## src/rtl/log2_pkg.sv

```systemverilog
// Shared types and constants for the iterative log2 unit.
// The optional rounding mode is selected by the LOG2_ROUND_EN macro
// (see log2_norm_iter.sv); nothing in this package depends on it.
package log2_pkg;

  typedef enum logic [1:0] {
    IDLE = 2'd0,
    NORM = 2'd1,
    FRAC = 2'd2,
    OUT  = 2'd3
  } state_e;

  localparam int W_DEF = 16;
  localparam int F_DEF = 8;
  localparam int M_DEF = 16;

  // Ceiling log2, never less than 1 so that derived widths stay legal.
  function automatic int clog2(input int n);
    int r;
    int v;
    r = 0;
    v = n - 1;
    for (int i = 0; i < 32; i++) begin
      if (v > 0) begin
        r = r + 1;
        v = v >> 1;
      end
    end
    return (r < 1) ? 1 : r;
  endfunction

endpackage

```

## src/rtl/log2_square_trunc.sv

```systemverilog
// Squares a Q1.M mantissa and keeps the Q2.M window of the product.
// Kept separate so the multiplier can later be pipelined or mapped to a DSP.
module log2_square_trunc #(
  parameter int M = 16
) (
  input  logic [M:0]   m_i,
  output logic [M+1:0] t_o
);

  logic [2*M+1:0] prod;

  // Full-width square, then drop the M low fraction bits (truncation).
  always_comb begin
    prod = {{(M+1){1'b0}}, m_i} * {{(M+1){1'b0}}, m_i};
    t_o  = (M+2)'(prod >> M);
  end

endmodule

```

## src/rtl/log2_norm_iter.sv

```systemverilog
// Iterative fixed-point log2: leading-zero normalisation gives the integer
// part, repeated squaring of the mantissa gives one fraction bit per cycle.
// Define LOG2_ROUND_EN to run one extra iteration and round half-up
// (saturating at all-ones) instead of truncating.
//
// state | meaning
// IDLE  | waiting for an operand, in_ready high
// NORM  | shifting zr left until its MSB is set (or detecting zero)
// FRAC  | one squaring step per cycle, fraction bit shifted into y_frac
// OUT   | result held with out_valid high until out_ready
module log2_norm_iter
  import log2_pkg::*;
#(
  parameter  int W  = W_DEF,
  parameter  int F  = F_DEF,
  parameter  int M  = M_DEF,
  localparam int IW = clog2(W)
) (
  input  logic          clk,
  input  logic          reset,
  input  logic          in_valid,
  output logic          in_ready,
  input  logic [W-1:0]  x,
  output logic          out_valid,
  input  logic          out_ready,
  output logic [IW-1:0] y_int,
  output logic [F-1:0]  y_frac,
  output logic          err_zero
);

`ifdef LOG2_ROUND_EN
  localparam int NIT = F + 1;
`else
  localparam int NIT = F;
`endif
  localparam int CW = clog2(NIT + 1);

  state_e        state_q;
  logic [W-1:0]  zr_q;
  logic [IW-1:0] lz_q;
  logic [M:0]    m_q;
  logic [CW-1:0] it_q;
  logic [IW-1:0] y_int_q;
  logic [F-1:0]  y_frac_q;
  logic          err_zero_q;
  logic          out_valid_q;
  logic          in_ready_q;

  logic [M:0]    mant_load;
  logic [M+1:0]  t_sq;

  // Left-align the normalised operand into the Q1.M mantissa.
  generate
    if (W - 1 < M) begin : g_pad
      assign mant_load = {zr_q, {(M + 1 - W){1'b0}}};
    end else begin : g_trunc
      assign mant_load = zr_q[W-1 -: M+1];
    end
  endgenerate

  log2_square_trunc #(.M(M)) u_sq (
    .m_i (m_q),
    .t_o (t_sq)
  );

  // Control FSM with all outputs registered.
  always_ff @(posedge clk or negedge reset) begin
    if (!reset) begin
      state_q     <= IDLE;
      zr_q        <= '0;
      lz_q        <= '0;
      m_q         <= '0;
      it_q        <= '0;
      y_int_q     <= '0;
      y_frac_q    <= '0;
      err_zero_q  <= 1'b0;
      out_valid_q <= 1'b0;
      in_ready_q  <= 1'b1;
    end else begin
      case (state_q)
        IDLE: begin
          if (in_valid) begin
            zr_q       <= x;
            lz_q       <= '0;
            y_int_q    <= '0;
            y_frac_q   <= '0;
            err_zero_q <= 1'b0;
            in_ready_q <= 1'b0;
            state_q    <= NORM;
          end
        end
        NORM: begin
          if (zr_q == '0) begin
            err_zero_q  <= 1'b1;
            out_valid_q <= 1'b1;
            state_q     <= OUT;
          end else if (zr_q[W-1]) begin
            y_int_q <= IW'(W - 1) - lz_q;
            m_q     <= mant_load;
            it_q    <= '0;
            state_q <= FRAC;
          end else begin
            zr_q <= zr_q << 1;
            lz_q <= lz_q + IW'(1);
          end
        end
        FRAC: begin
`ifdef LOG2_ROUND_EN
          // Last pass produces the guard bit: round half-up, saturate.
          if (it_q == CW'(NIT - 1)) begin
            if (!(&y_frac_q)) y_frac_q <= y_frac_q + F'(t_sq[M+1]);
          end else begin
            y_frac_q <= (y_frac_q << 1) | F'(t_sq[M+1]);
          end
`else
          y_frac_q <= (y_frac_q << 1) | F'(t_sq[M+1]);
`endif
          m_q  <= t_sq[M+1] ? t_sq[M+1:1] : t_sq[M:0];
          it_q <= it_q + CW'(1);
          if (it_q == CW'(NIT - 1)) begin
            out_valid_q <= 1'b1;
            state_q     <= OUT;
          end
        end
        OUT: begin
          if (out_ready) begin
            out_valid_q <= 1'b0;
            in_ready_q  <= 1'b1;
            state_q     <= IDLE;
          end
        end
        default: begin
          state_q     <= IDLE;
          out_valid_q <= 1'b0;
          in_ready_q  <= 1'b1;
        end
      endcase
    end
  end

  assign in_ready  = in_ready_q;
  assign out_valid = out_valid_q;
  assign y_int     = y_int_q;
  assign y_frac    = y_frac_q;
  assign err_zero  = err_zero_q;

endmodule
```

## config.mk

```make
export PLATFORM = sky130hd
export DESIGN_NAME = log2_norm_iter
export DESIGN_NICKNAME = d
export VERILOG_FILES = /design/src/rtl/log2_pkg.sv /design/src/rtl/log2_square_trunc.sv /design/src/rtl/log2_norm_iter.sv
export SDC_FILE = /design/constraint.sdc
export NUM_CORES = 1
export LEC_CHECK = 0
export CAP_MARGIN = 0
export CELL_PAD_IN_SITES_DETAIL_PLACEMENT = 0
export CELL_PAD_IN_SITES_GLOBAL_PLACEMENT = 1
export CORE_AREA = 2 2 157 159
export CTS_CLUSTER_SIZE = 40
export DETAILED_ROUTE_END_ITERATION = 6
export DIE_AREA = 0 0 159 161
export PLACE_DENSITY = 0.84
export SETUP_SLACK_MARGIN = 0.05
export SLEW_MARGIN = 20
export SYNTH_ARGS = -nofsm -noshare
export SYNTH_HDL_FRONTEND = slang
export SYNTH_SLANG_ARGS = --single-unit
export TNS_END_PERCENT = 100
```

## constraint.sdc

```tcl
create_clock -name clk -period 6.3 [get_ports clk]
set_clock_uncertainty 0.15 [all_clocks]
set_input_delay 1.26 -clock clk [delete_from_list [all_inputs] [get_ports clk]]
set_output_delay 1.26 -clock clk [all_outputs]
set_load 0.005 [all_outputs]
```

### Word-level counts from Yosys, hierarchy flattened

Cells that the tools add are included.

* multiplexer cells: 34
* multiply operators: 1
* equality and inequality tests: 12
* reductions and logical operators: 16
* bitwise logic cells: 1
* add/subtract/negate cells: 3

Operator list (number)
* two-way mux 17 bit: 3
* two-way mux 16 bit: 3
* multiplier 17 x 17 -> 34 bit: 1
* case mux 17 bit (2 select lines): 1
* case mux 16 bit (2 select lines): 1
* two-way mux 4 bit: 7
* case mux 4 bit (2 select lines): 3
* zero test 16 bit: 1
* case mux 8 bit (2 select lines): 1
* AND reduction 4 bit: 4
* != test 2 bit, second input constant: 7
* AND reduction 3 bit: 4
* two-way mux 2 bit: 5
* adder 4 x 1 -> 4 bit, second input constant: 2
* two-way mux 8 bit: 1
* OR 8 x 1 -> 8 bit: 1
* case mux 2 bit (4 select lines): 1
* nonzero test 2 bit: 4
* two-way mux 1 bit: 5
* == test 2 bit, second input constant: 2
* == test 4 x 3 -> 1 bit, second input constant: 1
* case mux 1 bit (2 select lines): 2
* subtractor 4 bit, first input constant: 1
* != test 3 bit, second input constant: 1
* other kinds (5): 5

* output and inout bits: 15
* register bits: 58
* input port bits: 20

### Logic depth before layout (Yosys ltp)

Gate-level depths: netlist (run 1).

* word-level depth: 4
* depth in mapped cells: 23

### Hierarchy

A second synthesis (run 1) with hierarchy kept.

* cell total of the unflattened synthesis: 1258
* area total of the unflattened synthesis: 11432.2 um^2

Modules (own cells, without submodules)
* log2_square_trunc: area an instance 8232.9 um^2, cells an instance 927, instances 1
* log2_norm_iter: area an instance 3199.3 um^2, cells an instance 331, instances 1

### Worst setup path before layout (run 1)

Ideal clock, no wire load.

* kind: flip-flop to flip-flop
* start point: register m_q[5]
* end point: register m_q[10]
* stages on the path, launching flop included: 24
* period minus slack after synthesis: 6.275 ns
* path slack: 0.025 ns
* library setup time: 0.126 ns
* data arrival time: 5.999 ns
* cell sequence: dfrtp_1 -> clkbuf_1 -> clkbuf_1 -> nand2_1 -> fa_1 -> inv_1 -> fa_1 -> inv_1 -> fa_1 -> inv_1 -> fa_1 -> fa_1 -> inv_1 -> fa_1 -> inv_1 -> ha_1 -> a21oi_1 -> o21ai_0 -> a21oi_1 -> nand3_2 -> a311oi_4 -> xnor2_1 -> nor2_4 -> a221o_1

* cells in the longest elaborated chain, start to end: 3

RTL lines
* start, declared: line log2_norm_iter.sv:41 `logic [M:0] m_q;`
* start signal, assigned: line log2_norm_iter.sv:99 `m_q <= mant_load;`
* start signal, assigned: line log2_norm_iter.sv:118 `m_q <= t_sq[M+1] ? t_sq[M+1:1] : t_sq[M:0];`
* multiplier 17 x 17 -> 34 bit: line log2_square_trunc.sv:14 `prod = {{(M+1){1'b0}}, m_i} * {{(M+1){1'b0}}, m_i};`
* two-way mux 17 bit: line log2_norm_iter.sv:118
* case mux 17 bit (2 select lines): line log2_norm_iter.sv:80 `case (state_q)`

Every way passes these cells.
A chain may end at the register's enable or synchronous reset.

### Worst setup path in the final report (run 1)

* start point: register m_q[10]
* end point: register m_q[10]

Same word-level chain as after synthesis.

==> results of run 1 <==
-- metal layers --
layer  share of wire [%]  routed length (microns)
met1                  43                    11500
met3                 3.5                      931
met2                  51                    13620
met4                 2.2                      593
met5                   0                        0
-- cell families after synthesis --
logic type	after synthesis	synth area share, %
simple gates	267	12.04
compound gates	177	11.23
buf+inv	332	11.48
fa+ha+maj	304	48.01
mux	13	1.210
flops	58	13.37
xor+xnor	32	2.650
-- through the flow --
stage	setup WS, ns	setup TNS (ns)	area, sq um	std cells	hold slack [ns]
after floorplan	0.08214	0	10870	1183	0.3156
after global placement	-0.2240	-2.331	12340	1616	0.3360
after detailed placement	-0.2530	-3.421	12340	1616	0.3447
after CTS	0.05301	0	12970	1642	0.3576
after global routing	-0.1970	-2.520	13330	1655	0.3938
final	-0.01681	-0.05434	13330	1655	0.3577
-- critical path: stages (launching register included) --
cell and delay, ns:
dfrtp_2 0.47, buf_6 0.15, and2_1 0.16, buf_4 0.14, ha_1 0.16, or2_2 0.29, fa_1 0.48, fa_1 0.57
fa_1 0.43, fa_1 0.49, inv_1 0.05, fa_1 0.48, inv_1 0.07, ha_4 0.23, buf_4 0.15, and4_1 0.23
o211ai_1 0.24, nand2b_1 0.16, a311oi_4 0.29, buf_4 0.19, xor2_4 0.22, nor2_4 0.07, a221o_1 0.32
-- cell type report --
cell class              count  area share, %
clock buffers              11          1.896
clock inverters             5         0.3942
inverters                 294          8.278
multi-input cells         793          64.49
flip-flops and latches     58          11.06
well taps                 324          3.041
repair buffers            170          10.85
-- path summary, 6_finish.rpt --
check | startpoint | to | slack [ns] | cells past startpoint
setup / recovery | m_q[10] | m_q[10] | -0.02 | 22
min in group asynchronous | reset | y_frac[3] | 0.94 | 2
max in group asynchronous | reset | m_q[3] | 4.50 | 2
hold / removal | it_q[1] | it_q[1] | 0.36 | 2
setup reg to reg | m_q[10] | m_q[10] | -0.02 | 22
hold reg to reg | it_q[1] | it_q[1] | 0.36 | 2
-- what timing repair did --
| action | in CTS | in global routing |
|---|---|---|
| pin swaps | 23 | 20 |
| setup buffers | 10 | 13 |
| gates resized for setup | 46 | 69 |
| endpoints found under the setup margin | 18 | 18 |
| cloned | 0 | 0 |
-- placed cells by master (no fill, tap or decap), types with 5 or more instances in the layout --
cell type / n
xor2_1: 11
dfrtp_1: 40
o21ai_0: 23
inv_1: 290
nor2b_1: 8
ha_4: 11
a211oi_1: 7
or2_2: 5
o21bai_1: 5
dfrtp_2: 17
buf_4: 119
clkbuf_16: 9
a21o_1: 10
nand4_1: 6
and3_1: 12
a22oi_1: 7
fa_1: 178
clkdlybuf4s50_1: 33
fa_2: 10
mux2i_1: 12
o221ai_1: 6
a21oi_1: 41
and2_1: 49
xnor2_1: 16
ha_1: 104
a222oi_1: 10
and2_4: 6
o21ai_1: 6
nand2_1: 102
nand3_1: 9
buf_6: 14
o22ai_1: 7
nor2_1: 38
a21oi_2: 10
-- state kept, by name, indices dropped and copies added (netlist names), 2 cells and up --
signal   flops
y_frac       8
it_q         4
y_int        4
zr_q        16
m_q         17
lz_q         4
state_q      2
==> flow_summary.yaml, run 1 <==
status:
  outcome: "finished with violations"
  violations: "design-rule violations, negative setup slack"
cells_and_area:
  nFillCells: 2144
  multi_input_area_sq_mm: 0.008597
  regArea_sq_mm: 0.001474
  area_growth_syn_to_layout_pct: 22.74
  drive_gt1_share_pct: 19.23
  n_antenna_cell: 0
  final_core_util_pct: 55.63
  nNetsFinal: 1650
synthesis:
  async_flop_share_pct: 100.0
  synth_area_per_cell_sq_um: 9.181
  syn-num-nets: 1507
  ys_seq_elements: 58
  synth-seq-area-share_pct: 13.37
  synth_edf_count: 0
  synth_top_area_share_pct: 34.65
  synth_area_leaders: "fa_1 (35%), ha_1 (13%), dfrtp_1 (13%), inv_1 (10%), nand2_1 (3.6%)"
  yosys-top-cells-count: "inv_1 (294), fa_1 (188), ha_1 (116)"
  syn_inst: 1183
  yosys_warnings: 0
  synth_most_common_cell: "inv_1"
  yosysTopAreaCell: "fa_1"
  synth_area_sq_mm: 0.01086
  synth_ff_type: "dfrtp_1"
  ys_types: 63
sta:
  slew_viol_final: 0
  fin_ws_ns: -0.01681
  fin_crit_ns: 6.317
  max_freq_mhz: 158.3
  setup_violations: 5
  timing.final.hold_violations: 0
  slew_headroom_pct: 45.29
  fin_crit_sh_pct: 100.3
  worstMarginPinSlew_ns: 0.8179
  rsz0062_at_grt: "true"
global_routing:
  met1_usage_pct: 28.35
  grt_pass1_vias: 9057
  grtUsageMet2_pct: 38.42
  antenna_found_initial: 0
  grt_pass1_wl_mm: 44.68
  grt_util_met3_pct: 1.721
  track_usage_pct: 21.47
  busiest_layer: "met2"
  grt_overflow: 0
  grt_max_degree: 59
place:
  place.gp.congestion: 0.8678
  io_buffers: 34
  dp_hpwl_mm: 21.76
cts:
  clockBufferDepth: 2
  hold_buffers: 0
  cts_sinks: 58
  cts_tree: "done"
  cts_buffers: 9
  clock_latency_ns: 0.33
  htreeDepth: 3
  clkTransAtPathRegs_ns: 0.05
  cts_root_buf: "clkbuf_16"
routing:
  wire_per_inst_microns: 16.10
  drt_iter0_markers: 496
  ant_nets: 0
  vias_per_cell: 5.141
  drc: 2
  drt_wl_total_mm: 26.64
  firstDrtPassIters: 7
  vias: 8508
floorplanning:
  dieArea_sq_mm: 0.02560
  dieWidth_microns: 159
  coreArea_sq_mm: 0.02396
  fp.dieH_microns: 161
  initial_core_util_pct: 45.33
  io_pins: 35
  row_count: 57
worst_setup_path:
  path_class: "reg -> reg"
  end_kind: "flop"
  worstPathRequired_ns: 6.36
  crit_arrival_ns: 6.37
  crit_fanout: 7
  cp-start-kind: "flop"
min_path:
  hp-class: "reg -> reg"
flow_run:
  cap_violations: 0
Power of run 1 is left out: the tool's default activity adds up to more than one toggle a clock period on the data nets, which glitch-free logic cannot reach.
==> run 2, diff against run 1 <==
CTS_CLUSTER_DIAMETER = 40   (was not set)
==> results of run 2 <==
Final layout, timing and power as in run 1 (identical DEF).
Power of run 2 is left out for the same reason.
